### src/rtl/bcd_scan_driver.sv
// bcd_scan_driver
//   Time-multiplexed scan driver feeding a 74HC4511-style BCD-to-7-segment
//   decoder. A packed-BCD value is captured into a shadow register. It is
//   copied to the display register only at frame boundaries, so a frame is
//   never torn. One digit is presented per slot. Each slot opens with a
//   blanking window so that the previous digit cannot ghost.
//
// Parameters
//   DIGITS    : digits scanned (1..8)
//   SCAN_DIV  : clock cycles per digit slot (> BLANK_CYC)
//   BLANK_CYC : blanked cycles at the start of each slot (>= 1)
//
// Ports
//   clk, rst   : clock and synchronous active-high reset
//   enable     : 1 = scan, 0 = idle with the display dark
//   load       : 1-cycle strobe that captures data_in into the shadow register
//   data_in    : packed BCD; nibble k is digit k, and digit 0 is least significant
//   lamp_test  : level request for the decoder lamp test
//   bcd        : decoder IN[3:0]
//   le         : decoder LE, held 0 so the decoder stays transparent
//   bi_n       : decoder BI (0 = blank)
//   lt_n       : decoder LT (0 = lamp test)
//   dig_n      : active-low digit commons
//   frame_done : 1-cycle pulse in the cycle after the last slot of a frame
//
// Interface timing: there is no handshake. Every output is a flop that is
//   valid on every cycle. Each flop is loaded with the decode of the
//   next-state values, so an input sampled on one edge is visible at the
//   outputs right after that edge.
//
// Build option: define BCD_SCAN_LZB_EN to enable leading-zero blanking.

module bcd_scan_driver #(
  parameter int DIGITS    = 4,
  parameter int SCAN_DIV  = 1000,
  parameter int BLANK_CYC = 16
) (
  input  logic                  clk,
  input  logic                  rst,
  input  logic                  enable,
  input  logic                  load,
  input  logic [4*DIGITS-1:0]   data_in,
  input  logic                  lamp_test,
  output logic [3:0]            bcd,
  output logic                  le,
  output logic                  bi_n,
  output logic                  lt_n,
  output logic [DIGITS-1:0]     dig_n,
  output logic                  frame_done
);

  localparam int SW = (SCAN_DIV > 1) ? $clog2(SCAN_DIV) : 1;
  localparam int DW = (DIGITS > 1) ? $clog2(DIGITS) : 1;

  localparam logic [SW-1:0]     SLOT_LAST  = SW'(SCAN_DIV - 1);
  localparam logic [SW-1:0]     BLANK_LAST = SW'(BLANK_CYC - 1);
  localparam logic [SW-1:0]     SLOT_ONE   = SW'(1);
  localparam logic [DW-1:0]     DIG_LAST   = DW'(DIGITS - 1);
  localparam logic [DW-1:0]     DIG_ONE    = DW'(1);
  localparam logic [DIGITS-1:0] DIG_BIT0   = DIGITS'(1);

  localparam logic [1:0] S_IDLE  = 2'd0;
  localparam logic [1:0] S_BLANK = 2'd1;
  localparam logic [1:0] S_SHOW  = 2'd2;
  localparam logic [1:0] S_LAMP  = 2'd3;

  logic [1:0]          state_q, state_d;
  logic [SW-1:0]       slot_cnt_q, slot_cnt_d;
  logic [DW-1:0]       dig_idx_q, dig_idx_d;
  logic [4*DIGITS-1:0] shadow_q, shadow_d;
  logic [4*DIGITS-1:0] disp_q, disp_d;

  logic [3:0]          bcd_q, bcd_d;
  logic                bi_n_q, bi_n_d;
  logic                lt_n_q, lt_n_d;
  logic [DIGITS-1:0]   dig_n_q, dig_n_d;
  logic                frame_done_q, frame_done_d;

  // Next-state logic. A low enable overrides the lamp test, and the lamp
  // test overrides scanning.
  always_comb begin
    state_d      = state_q;
    slot_cnt_d   = slot_cnt_q;
    dig_idx_d    = dig_idx_q;
    shadow_d     = load ? data_in : shadow_q;
    disp_d       = disp_q;
    frame_done_d = 1'b0;

    if (!enable) begin
      state_d    = S_IDLE;
      slot_cnt_d = '0;
      dig_idx_d  = '0;
    end else begin
      case (state_q)
        S_IDLE: begin
          state_d    = S_BLANK;
          slot_cnt_d = '0;
          dig_idx_d  = '0;
          disp_d     = shadow_q;
        end
        S_LAMP: begin
          // The counters stay frozen while the lamp test is held. On release,
          // the current digit restarts from the beginning of its slot.
          if (!lamp_test) begin
            state_d    = S_BLANK;
            slot_cnt_d = '0;
          end
        end
        default: begin
          if (lamp_test) begin
            state_d = S_LAMP;
          end else if (state_q == S_BLANK) begin
            slot_cnt_d = slot_cnt_q + SLOT_ONE;
            if (slot_cnt_q == BLANK_LAST) state_d = S_SHOW;
          end else if (slot_cnt_q == SLOT_LAST) begin
            slot_cnt_d = '0;
            state_d    = S_BLANK;
            if (dig_idx_q == DIG_LAST) begin
              // Frame boundary. A load in this same cycle bypasses the
              // shadow register, so the new value is not delayed by a frame.
              dig_idx_d    = '0;
              frame_done_d = 1'b1;
              disp_d       = load ? data_in : shadow_q;
            end else begin
              dig_idx_d = dig_idx_q + DIG_ONE;
            end
          end else begin
            slot_cnt_d = slot_cnt_q + SLOT_ONE;
          end
        end
      endcase
    end
  end

`ifdef BCD_SCAN_LZB_EN
  // upper_zero[k] is set when disp nibbles k..DIGITS-1 are all zero. It is
  // taken from disp, so the result holds for the whole frame.
  logic [DIGITS-1:0] upper_zero;
  logic              lzb_blank;
  always_comb begin
    upper_zero = '0;
    upper_zero[DIGITS-1] = (disp_d[4*DIGITS-1 -: 4] == 4'h0);
    for (int k = DIGITS - 2; k >= 0; k--) begin
      upper_zero[k] = upper_zero[k+1] && (disp_d[4*k +: 4] == 4'h0);
    end
    lzb_blank = (dig_idx_d != '0) && upper_zero[dig_idx_d];
  end
`endif

  // Output decode of the next state. It is registered below, so the pins
  // never glitch.
  always_comb begin
    bcd_d   = disp_d[{dig_idx_d, 2'b00} +: 4];
    bi_n_d  = 1'b0;
    lt_n_d  = 1'b1;
    dig_n_d = '1;
    case (state_d)
      S_IDLE: begin
        bcd_d = 4'h0;
      end
      S_SHOW: begin
`ifdef BCD_SCAN_LZB_EN
        bi_n_d = ~lzb_blank;
`else
        bi_n_d = 1'b1;
`endif
        dig_n_d = ~(DIG_BIT0 << dig_idx_d);
      end
      S_LAMP: begin
        bi_n_d  = 1'b1;
        lt_n_d  = 1'b0;
        dig_n_d = '0;
      end
      default: ;
    endcase
  end

  always_ff @(posedge clk) begin
    if (rst) begin
      state_q      <= S_IDLE;
      slot_cnt_q   <= '0;
      dig_idx_q    <= '0;
      shadow_q     <= '0;
      disp_q       <= '0;
      bcd_q        <= 4'h0;
      bi_n_q       <= 1'b0;
      lt_n_q       <= 1'b1;
      dig_n_q      <= '1;
      frame_done_q <= 1'b0;
    end else begin
      state_q      <= state_d;
      slot_cnt_q   <= slot_cnt_d;
      dig_idx_q    <= dig_idx_d;
      shadow_q     <= shadow_d;
      disp_q       <= disp_d;
      bcd_q        <= bcd_d;
      bi_n_q       <= bi_n_d;
      lt_n_q       <= lt_n_d;
      dig_n_q      <= dig_n_d;
      frame_done_q <= frame_done_d;
    end
  end

  assign bcd        = bcd_q;
  assign le         = 1'b0;
  assign bi_n       = bi_n_q;
  assign lt_n       = lt_n_q;
  assign dig_n      = dig_n_q;
  assign frame_done = frame_done_q;

endmodule

### config.mk
export PLATFORM = sky130hd
export DESIGN_NAME = bcd_scan_driver
export DESIGN_NICKNAME = d
export VERILOG_FILES = /design/src/rtl/bcd_scan_driver.sv
export SDC_FILE = /design/constraint.sdc
export NUM_CORES = 1
export LEC_CHECK = 0
export CAP_MARGIN = 20
export CORE_ASPECT_RATIO = 1.75
export CORE_MARGIN = 5
export CORE_UTILIZATION = 50
export DETAILED_ROUTE_END_ITERATION = 8
export GPL_TIMING_DRIVEN = 0
export MAX_ROUTING_LAYER = met4
export PLACE_DENSITY = 0.8
export SETUP_SLACK_MARGIN = 0.5
export SLEW_MARGIN = 20
export SYNTH_ARGS = -nofsm -noshare
export SYNTH_HDL_FRONTEND = slang
export SYNTH_SLANG_ARGS = --single-unit
### constraint.sdc
create_clock -name clk -period 2.1 [get_ports clk]
set_input_delay 0.42 -clock clk [delete_from_list [all_inputs] [get_ports clk]]
set_output_delay 0.42 -clock clk [all_outputs]
set_load 0.03 [all_outputs]
==> impl_metrics.json <==
{
  "status": "finished with violations",
  "violations": "negative setup slack",
  "pwr-share-clk_pct": 39.3,
  "core_um2": 5540,
  "fp.dieH_um": 110,
  "dp.cells": 420,
  "grt_max_degree": 11,
  "criticalPathCategory": "register to register",
  "crit_path_end_kind": "register",
  "routabilityCongestion": 0.914,
  "internal_power_mw": 1.85,
  "final_hold_viol_count": 0,
  "combPwrFrac_pct": 15.6,
  "synth_flop_cell": "dfxtp_1",
  "placementRows": 36,
  "synth_edf_count": 0,
  "grt_usage_pct": 23.6,
  "via_per_inst": 6.00,
  "whs_endpoint": "slot_cnt_q[1]",
  "rsz0062_at_grt": "true",
  "hold_depth": 3,
  "fmax_mhz": 462,
  "area_growth_pct": 49.7,
  "route.detailed.drc": 0,
  "yosys-top-cells-area": "dfxtp_1, mux2i_1, nor2_1",
  "path_clk_slew_ns": 0.06,
  "avgSynthCellArea_um2": 8.98,
  "clk_root_buffer_cell": "clkbuf_8",
  "drive_gt1_share_pct": 41.9,
  "fin_ws_ns": -0.0641,
  "final.min_clock_period_ns": 2.16,
  "slew_headroom_pct": 51.1,
  "rrSetupSlack_ns": -0.06,
  "start_kind": "register",
  "netlist_top_cells_count": "dfxtp_1, nor2_1, nand2_1",
  "synth_area_um2": 2840,
  "ys_warn_count": 0,
  "yosys_register_bits": 57,
  "ys_seq_area_share_pct": 40.2,
  "worstRegToRegCells": 10,
  "fin_cells": 470,
  "vias": 2821,
  "tightest_slew_ns": 0.733,
  "synth_top_area_share_pct": 40.2,
  "numCtsBuffers": 9,
  "syn_nets": 343,
  "max_cap_violations": 0,
  "post-route-period-util_pct": 103,
  "clockBufferDepth": 2,
  "power_switching_mw": 0.682,
  "die_area_um2": 7340,
  "overflow": 0,
  "cts_tree": "done",
  "initial_core_util_pct": 51.2,
  "htreeDepth": 3,
  "total_power_mw": 2.53,
  "drv_slew": 0,
  "setup_viol": 5,
  "syn-instance-count": 316,
  "die-width_um": 67.0,
  "leakage_nw": 1.70,
  "port_buffers": 28,
  "netlist-cell-type-count": 56,
  "fin_nets": 417,
  "drt_iter0_markers": 254,
  "critPathArrivalTime_ns": 2.39,
  "critPathRequiredTime_ns": 2.33,
  "yosys.area.top_type": "dfxtp_1",
  "async_flop_share_pct": 0,
  "yosys.cell_count.top_type": "dfxtp_1",
  "r2r_end": "bcd[1]",
  "drt_wl_total_um": 9220,
  "clkSinkCount": 57,
  "antennaDiodeCount": 0,
  "grt_pass1_wl_um": 12400,
  "fin_worst_skew_ns": 0.0101,
  "pwr-share-seq_pct": 45.1,
  "grt_pass1_vias": 2726,
  "hold_buffers": 0,
  "switching_share_pct": 26.9,
  "drtPass1Iterations": 8,
  "clock_latency_ns": 0.35,
  "hpwl_um": 5190,
  "grt_antenna_before_repair": 0,
  "min_from": "lamp_test",
  "worstHoldPathType": "input pin to register",
  "ios": 33,
  "peakVddDrop_mv": 0.489,
  "wl_per_cell_um": 19.6,
  "pwr_density_cell_nw_per_um2": 596,
  "reg2reg_from": "state_q[1]",
  "final_antenna_net_count": 0,
  "path_max_fanout": 10
}
==> cells in the final DEF (no fill, tap or decap), types with 5 or more instances in the layout <==
cell type and n:
clkbuf_8 12, buf_4 25, nor2_1 30, a21oi_1 10
dlygate4sd2_1 11, o21ai_1 6, nand4_1 5, nand2_1 24
a21oi_2 11, a21o_1 5, a22oi_2 10, dfxtp_1 51
mux2_4 5, mux2i_1 17, nor2_2 8, buf_6 11
xor2_1 5, clkbuf_1 7, a211oi_1 6, clkdlybuf4s50_1 17
==> area by class of cell <==
type	instances	area, µm²
Sequential cell	57	1160
Multi-Input combinational cell	234	2000
Clock buffer	13	180
Fill cell	337	1290
Buffer	20	186
Inverter	6	25.0
Clock inverter	2	10.0
Tap cell	76	95.1
Timing Repair Buffer	62	598
==> registers in the layout (all words and copies together), names as in the netlist <==
signal	cells
slot_cnt_q	10
bi_n	1
dig_idx_q	2
dig_n	4
frame_done	1
disp_q	16
bcd	4
shadow_q	16
state_q	2
lt_n	1
==> worst max-delay path, cell delays in order (launching register included) <==
cell and delay, ns:
dfxtp_4 0.37, inv_4 0.05, ha_4 0.25, or3b_1 0.41
clkbuf_8 0.18, buf_12 0.14, nand2_1 0.09, o21ai_1 0.07
mux2_4 0.28, nor3_4 0.12, nor3_1 0.07
==> cells by family (layout without fill, tap and decap cells) <==
kind of cell	count (synthesis)	after routing	synth area share, %
AND/OR/NAND/NOR	118	119	22.1
AO/OA/AOI/OAI	73	73	17.4
flip-flops	57	57	40.2
multiplexers	26	26	9.92
buffers and inverters	26	103	4.80
XOR/XNOR	9	9	2.78
adder cells (fa/ha/maj)	6	6	2.64
other	1	1	0.132
==> how the worst max path moves through the flow <==
stage	start	end	slack [ns]	cells past startpoint
6_report	state_q[1]	bcd[1]	-0.06	10
5_1_grt	state_q[0]	bcd[1]	-0.16	9
4_1_cts	state_q[1]	bcd[1]	0.04	10
3_5_place_dp	enable	bcd[2]	-0.47	8
3_3_place_gp	enable	bcd[2]	-0.45	8
2_1_floorplan	state_q[1]	bcd[0]	0.19	10
==> per-stage QoR <==
step	setup TNS, ns	hold slack, ns	setup WS (ns)	utilization, %	area (µm²)
6_report	-0.208	0.481	-0.0641	76.7	4250
5_1_grt	-0.443	0.480	-0.155	76.7	4250
4_1_cts	0	0.463	0.0409	71.6	3970
3_5_place_dp	-4.93	0.474	-0.475	61.9	3430
3_3_place_gp	-3.81	0.464	-0.449	61.9	3430
2_1_floorplan	0	0.447	0.191	-	3050
==> layer usage <==
metal	GRT usage, %	wire (µm)	vias up
met5	-	0	-
met4	14.4	563	0
met3	6.34	487	56
met2	43.7	5170	132
met1	20.3	3000	1355
li1	-	-	1278
==> repair_timing <==
item / in CTS / in global routing
cloned: 2 / 1
buffers inserted: 25 / 7
setup endpoints to repair: 51 / 41
gates resized for setup: 48 / 49
pin swaps: 22 / 19
==> power groups by stage <==
stage | Combinational (mW) | Sequential (mW) | Clock (mW)
CTS | 0.353 | 1.14 | 1.00
global route | 0.419 | 1.14 | 1.07
floorplan | 0.208 | 1.17 | 0
finish | 0.396 | 1.14 | 0.995
global placement | 0.303 | 1.16 | 0
detailed placement | 0.309 | 1.17 | 0
Power figures use the tool's default switching activity.
